===== src/rtl/mc_control_unit.sv =====
// Multi-cycle control FSM: fetch/decode/execute/memory/writeback sequencing, ALU op select, flag-based branching.
// Optional MC_FLAG_REG_EN: latch ALU flags after SUB execute and after branch compare into flags_q.
module mc_control_unit #(
  parameter int OPW = 6,
  parameter int FLW = 3
) (
  input  logic           clk,
  input  logic           reset,
  input  logic [OPW-1:0] opcode,
  input  logic [FLW-1:0] alu_flags,
  input  logic           mem_ready,
  output logic           pc_write,
  output logic           ir_write,
  output logic           mem_read,
  output logic           mem_write,
  output logic           iord,
  output logic           reg_write,
  output logic           mem_to_reg,
  output logic           reg_dst,
  output logic           alu_src_a,
  output logic [1:0]     alu_src_b,
  output logic [1:0]     alu_op,
  output logic [1:0]     pc_src,
  output logic           illegal,
  output logic [FLW-1:0] flags_q
);
  localparam logic [OPW-1:0] OP_ADD  = OPW'(0);
  localparam logic [OPW-1:0] OP_SUB  = OPW'(1);
  localparam logic [OPW-1:0] OP_AND  = OPW'(2);
  localparam logic [OPW-1:0] OP_ADDI = OPW'(3);
  localparam logic [OPW-1:0] OP_LW   = OPW'(4);
  localparam logic [OPW-1:0] OP_SW   = OPW'(5);
  localparam logic [OPW-1:0] OP_BEQ  = OPW'(6);
  localparam logic [OPW-1:0] OP_BNE  = OPW'(7);
  localparam logic [OPW-1:0] OP_BLTU = OPW'(8);
  localparam logic [OPW-1:0] OP_J    = OPW'(9);

  typedef enum logic [3:0] {
    FETCH, DECODE, EXEC_R, EXEC_I, ALU_WB, MEM_ADDR, MEM_RD, MEM_WB, MEM_WR, BRANCH, JUMP
  } state_t;

  typedef struct packed {
    logic       mem_read, mem_write, iord, reg_write, mem_to_reg, reg_dst, alu_src_a;
    logic [1:0] alu_src_b, alu_op, pc_src;
  } ctl_t;

  state_t state, nxt, dec_tgt;
  ctl_t   ctl_q, ctl;
  logic   bad_op, taken;

  // Moore control word for a state; registered one edge early from the next state.
  function automatic ctl_t decode(state_t s, logic [OPW-1:0] op, logic rdst);
    ctl_t c;
    c = '0;
    case (s)
      FETCH:  begin c.mem_read = 1'b1; c.alu_src_b = 2'b01; end
      DECODE: c.alu_src_b = 2'b10;
      EXEC_R: begin
        c.alu_src_a = 1'b1;
        c.alu_op    = (op == OP_SUB) ? 2'b01 : (op == OP_AND) ? 2'b10 : 2'b00;
      end
      EXEC_I, MEM_ADDR: begin c.alu_src_a = 1'b1; c.alu_src_b = 2'b10; end
      ALU_WB: begin c.reg_write = 1'b1; c.reg_dst = rdst; end
      MEM_RD: begin c.mem_read = 1'b1; c.iord = 1'b1; end
      MEM_WB: begin c.reg_write = 1'b1; c.mem_to_reg = 1'b1; end
      MEM_WR: begin c.mem_write = 1'b1; c.iord = 1'b1; end
      BRANCH: begin c.alu_src_a = 1'b1; c.alu_op = 2'b01; c.pc_src = 2'b01; end
      JUMP:   c.pc_src = 2'b10;
      default: ;
    endcase
    return c;
  endfunction

  always_comb begin
    dec_tgt = FETCH;
    bad_op  = 1'b0;
    case (opcode)
      OP_ADD, OP_SUB, OP_AND:  dec_tgt = EXEC_R;
      OP_ADDI:                 dec_tgt = EXEC_I;
      OP_LW, OP_SW:            dec_tgt = MEM_ADDR;
      OP_BEQ, OP_BNE, OP_BLTU: dec_tgt = BRANCH;
      OP_J:                    dec_tgt = JUMP;
      default:                 bad_op  = 1'b1;
    endcase
  end

  always_comb begin
    nxt = state;
    case (state)
      FETCH:          if (mem_ready) nxt = DECODE;
      DECODE:         nxt = dec_tgt;
      EXEC_R, EXEC_I: nxt = ALU_WB;
      MEM_ADDR:       nxt = (opcode == OP_LW) ? MEM_RD : MEM_WR;
      MEM_RD:         if (mem_ready) nxt = MEM_WB;
      MEM_WR:         if (mem_ready) nxt = FETCH;
      default:        nxt = FETCH;
    endcase
  end

  always_comb begin
    case (opcode)
      OP_BEQ:  taken = alu_flags[0];
      OP_BNE:  taken = ~alu_flags[0];
      OP_BLTU: taken = alu_flags[1];
      default: taken = 1'b0;
    endcase
  end

  always_ff @(posedge clk) begin
    if (reset) begin
      state <= FETCH;
      ctl_q <= decode(FETCH, opcode, 1'b0);
    end else begin
      state <= nxt;
      ctl_q <= decode(nxt, opcode, state == EXEC_R);
    end
  end

  // Reset masks every output so nothing strobes while reset is held.
  assign ctl        = reset ? '0 : ctl_q;
  assign mem_read   = ctl.mem_read;
  assign mem_write  = ctl.mem_write;
  assign iord       = ctl.iord;
  assign reg_write  = ctl.reg_write;
  assign mem_to_reg = ctl.mem_to_reg;
  assign reg_dst    = ctl.reg_dst;
  assign alu_src_a  = ctl.alu_src_a;
  assign alu_src_b  = ctl.alu_src_b;
  assign alu_op     = ctl.alu_op;
  assign pc_src     = ctl.pc_src;

  assign ir_write = ~reset & (state == FETCH) & mem_ready;
  assign pc_write = ~reset & (((state == FETCH) & mem_ready) | (state == JUMP) |
                              ((state == BRANCH) & taken));
  assign illegal  = ~reset & (state == DECODE) & bad_op;

`ifdef MC_FLAG_REG_EN
  logic [FLW-1:0] flags_r;
  always_ff @(posedge clk) begin
    if (reset) flags_r <= '0;
    else if (((state == EXEC_R) && (opcode == OP_SUB)) || (state == BRANCH)) flags_r <= alu_flags;
  end
  assign flags_q = flags_r;
`else
  logic flags_unused;
  assign flags_unused = alu_flags[FLW-1];
  assign flags_q      = '0;
`endif
endmodule


===== config.mk =====
export PLATFORM = sky130hd
export DESIGN_NAME = mc_control_unit
export DESIGN_NICKNAME = d
export VERILOG_FILES = /design/src/rtl/mc_control_unit.sv
export SDC_FILE = /design/constraint.sdc
export NUM_CORES = 1
export LEC_CHECK = 0
export CORE_MARGIN = 2
export CORE_UTILIZATION = 48
export CTS_BUF_LIST = sky130_fd_sc_hd__clkbuf_8
export CTS_CLUSTER_SIZE = 30
export DETAILED_ROUTE_END_ITERATION = 8
export GPL_TIMING_DRIVEN = 1
export HOLD_SLACK_MARGIN = 0.06
export PLACE_DENSITY = 0.81
export SKIP_CTS_REPAIR_TIMING = 1
export SYNTH_ARGS = -nofsm -noshare
export SYNTH_HDL_FRONTEND = slang
export SYNTH_SLANG_ARGS = --single-unit

===== constraint.sdc =====
create_clock -name clk -period 2.7 [get_ports clk]
set_input_delay 0.54 -clock clk [delete_from_list [all_inputs] [get_ports clk]]
set_output_delay 0.54 -clock clk [all_outputs]
set_load 0.05 [all_outputs]

Yosys cells after proc, flatten, opt, wreduce, memory -nomap -nowiden
Index checks and enable logic that the tools add are counted. Widths: inputs -> output; s select.

Add/sub/neg operators: 0. Multipliers: 0. Divide/modulo/power cells: 0. Order comparisons: 0. Equal/unequal tests: 27. Shifts and indexed selects: 0. Muxes and demuxes: 20. Bitwise logic cells: 12. Reductions and logical operators: 14.

Operators by type and width (number): $eq 4x3->1 const B (6); $eq 4x4->1 const B (6); $eq 6x3->1 const B (4); $pmux 4 s6 (1); $pmux 4 s5 (1); $eq 4x2->1 const B (4); $mux 4 (4); $mux 13 (1); $eq 6x2->1 const B (2); $eq 6x4->1 const B (2); $pmux 2 s2 (3); $reduce_or 2->1 (6); $reduce_or 10->1 (1); $reduce_or 3->1 (3); $eq 4x1->1 const B (2); $logic_not 4->1 (2); $and 1x1->1 (7); $mux 1 (7); $eq 6x1->1 const B (1); $logic_not 6->1 (1); $mux 2 (2); $reduce_or 4->1 (1); $not 1->1 (3); $pmux 1 s3 (1); $or 1x1->1 (2).

Register bits after elaboration: 17. Bits in latches: 0. RAM bits: 0. Memory bits (read-only): 0. Input bits: 12. Output and inout bits: 19. Word-level logic and storage cells: 84. Memories kept: 0.

Logic depth before layout (Yosys ltp)
Depth after elaboration: 7. Mapped depth: 6. Depth with buffers taken out: 5.

Least setup slack after synthesis
OpenSTA, ideal clock, no wires.

Path type: input-to-output. From: input opcode[2]. To: output illegal. Arrival: 3314 ps. Required time: 2160 ps. Slack: -1154 ps. Stages: 3. Buffers on the path: 1. Path through: buf_2 > o21ai_0 > a2111oi_0.

Word-level cells in the longest chain between the ends: 4. Elaborated cells between the ends (all ways): 13. Those cells by class: eq/ne: 9; mux: 1; bitwise: 1; reduce/logical: 2.

RTL lines: from (decl) (line 9) `input logic [OPW-1:0] opcode,`; $eq 6x3->1, or another cell as far along (line 77) `case (opcode)`; $reduce_or 10->1 (no source line) *; $mux 1 * (line 77); $and 1x1->1 * (line 135) `assign illegal = ~reset & (state == DECODE) & bad_op;`; to (decl) (line 24) `output logic illegal,`.

Every way passes the cells marked *; elsewhere a longest branch is shown, timed or not.

Final worst setup path
From: input opcode[2]. To: output pc_write.

Word-level cells in the longest chain between the ends: 5. Elaborated cells between the ends (all ways): 7. Those cells by class: eq/ne: 3; mux: 1; bitwise: 3.

RTL lines: $eq 6x4->1 / $eq 6x3->1 (equally long branches) (line 101) `case (opcode)`; $pmux 1 s3 * (line 101); $and 1x1->1 * (line 134) `((state == BRANCH) & taken));`; $or 1x1->1 * (line 133) `assign pc_write = ~reset & (((state == FETCH) & mem_ready) | (state == JUMP) |`; $and 1x1->1 * (line 133); to (decl) (line 12) `output logic pc_write,`.

Marks and branches as above.

==> impl_metrics.toml <==
[worst_setup_path]
crit_start = "opcode[2]"
cp_cell_sequence = "clkdlybuf4s50_1 -> nor4b_2 -> a22oi_1 -> nor3_1 -> o211ai_1 -> nand2b_1 -> buf_12"
critPathArrivalTime_ns = 2.05
start_kind = "input pin"
critPathMaxFanout = 6
cp_slowest_cell = "clkdlybuf4s50_1"
crit_required_ns = 2.16
crit_path_end_kind = "output port"
crit_type = "input pin to output port"
worstRegToRegCells = 5
max_stage_delay_ns = 0.49
r2r-start = "state[2]$_SDFF_PP0_"

[clock_tree]
cts_sinks = 17
h-tree-depth = 1
clockBufferDepth = 2
cts_made_buffers = 3
clk_pin_slew_worst_paths_ns = 0.06
clk_latency_ns = 0.25
ctsRootBufferMaster = "clkbuf_8"
tritoncts = "built"

[drt]
firstDrtPassIters = 4
wl_met3_um = 220
routedWlPerCell_um = 14.7
avgViaCountPerCell = 5.74
wl_met1_um = 954
drc = 0
highest_layer = "met4"
postRouteAntennaNets = 0
wl_met2_um = 1390
first_iter_violations = 39
routed_wl_um = 2620
vias = 1021

[synth]
ys_ff_latch = 17
synth_top_cell_by_area = "dfxtp_1"
synth_seq_area_share = 0.330
synth_edf_count = 0
syn_area_um2 = 1030
synth_cells = 124
synth.distinct_cells = 43
synth_warnings = 0
synthArstFlopShare = 0
synth-main-ff-cell = "dfxtp_1"
yosysTopAreaCellShare = 0.330
syn_avg_cell_area_um2 = 8.31
yosys-top-cells-area = "dfxtp_1 (33%), nor2b_1 (10%), nor2_1 (4.0%)"

[sta]
max_freq_mhz = 386
finalHoldViolCount = 0
fin_crit_sh = 0.961
drv_slew = 0
report.final.setup_viol = 0
slew-limit-headroom = 0.666
worstMarginPinSlew_ns = 0.502
min_period_ns = 2.59
skew_ns = 0.00262
hold_slack_ns = 0.667
finalSetupTns_ns = 0
grt_setup_unrepaired = "false"

[finish]
fin_cells = 178
nets = 164
drive_above_1_share = 0.219
antenna_cells = 0
syn2layout_area_growth_pct = 48.5
fin_util = 0.765

[grt]
grt_pass1_vias = 951
grt_max_degree = 20
grt.overflow.total = 0
grt_first_pass_wirelength_um = 4440
grt_use_total = 0.232
antenna_found_initial = 0

[power_and_ir_drop]
peakVddDrop_uv = 281
clkPwrFrac = 0.317
power_density_nw_per_um2 = 377
power_frac_comb = 0.233
pwr-share-seq = 0.450
p_sw_frac = 0.280
p_sw_mw = 0.161
p_leak_nw = 0.621
p_int_mw = 0.416

[placed_design]
gp_congestion = 0.923
dp_hpwl_um = 1910
io_buffers = 26
dpl.cell_count = 174

[min_path]
hold_path.class = "flop to flop"
worstHoldStart = "state[3]$_SDFF_PP0_"
hold_depth = 1

[floorplan]
start_util = 0.515
die-area_um2 = 2530
pin_count = 31
row_count = 16
die_y_um = 50.3
core_um2 = 2000
dieWidth_um = 50.3

[status]
status = "complete, no violations"

[flow_run]
maxCapViolations = 0
per-stage QoR:
step | setup slack, ns | cell area (um^2) | total power [mW]
global placement | 0.0436 | 1480 | 0.394
finish | 0.106 | 1530 | 0.577
global route | 0.00355 | 1530 | 0.601
floorplan | 0.168 | 1040 | 0.342
detailed placement | 0.0337 | 1480 | 0.397
CTS | 0.0139 | 1520 | 0.577
cells in the final DEF (no fill, tap or decap), types with 4 or more instances in the layout:
cell type / netlist / layout
clkdlybuf4s50_1: 0 / 9
nor2b_1: 17 / 17
nor3_1: 4 / 4
dfxtp_1: 17 / 17
nor2_1: 11 / 11
inv_1: 6 / 7
a21oi_1: 4 / 4
buf_4: 3 / 5
buf_12: 0 / 16
o21ai_0: 4 / 4
layout make-up:
cell class	count	area, um^2
clock inverter	1	3.75
inverter	6	22.5
fill	148	470
sequential	17	340
timing repair buffer	31	460
clock buffer	3	41.3
multi-input combinational	93	629
tap	27	33.8
registers in the layout, summed over array words and instances (netlist names):
register  count
state         4
ctl_q        13
synth_stat cells (all sizes together), types with 4 or more instances:
master / instances
buf: 5
clkbuf: 5
o21ai: 4
nor2: 11
a21oi: 4
dfxtp: 17
nor3: 4
nor2b: 17
inv: 6
power groups by stage:
stage	combinational, mW	clock (mW)	sequential (mW)
floorplan	0.0787	0	0.263
global placement	0.129	0	0.265
detailed placement	0.132	0	0.265
CTS	0.133	0.185	0.260
global route	0.142	0.199	0.260
finish	0.135	0.183	0.260
logic make-up (layout without fill, tap and decap cells):
| kind of cell | after synthesis | in the layout | synth area share |
|---|---|---|---|
| and+or+nand+nor | 60 | 60 | 0.357 |
| muxes | 1 | 1 | 0.0109 |
| DFF | 17 | 17 | 0.330 |
| xor gates and xnor gates | 3 | 3 | 0.0255 |
| AOI/OAI and AO/OA | 26 | 26 | 0.194 |
| other | 1 | 3 | 0.00364 |
| buffers and inverters | 16 | 41 | 0.0789 |
layer usage:
layer / up-vias / GRT usage
met3: 6 / 0.0357
met4: 0 / 0.0991
met2: 59 / 0.388
li1: 491 / -
met1: 465 / 0.294
met5: - / 0
final timing paths:
path                           to  slack, ns
max                      pc_write       0.11
min           state[1]$_SDFF_PP0_       0.67
max reg2reg  ctl_q[12]$_SDFF_PP1_       0.69
min reg2reg   state[1]$_SDFF_PP0_       0.67
critical path, delay by kind of cell:
kind,cells,cell delay [ns]
buffers and inverters,2,0.64
AOI/OAI and AO/OA,2,0.22
and+or+nand+nor,3,0.65
No activity file was read; power rests on OpenSTA's default activity.
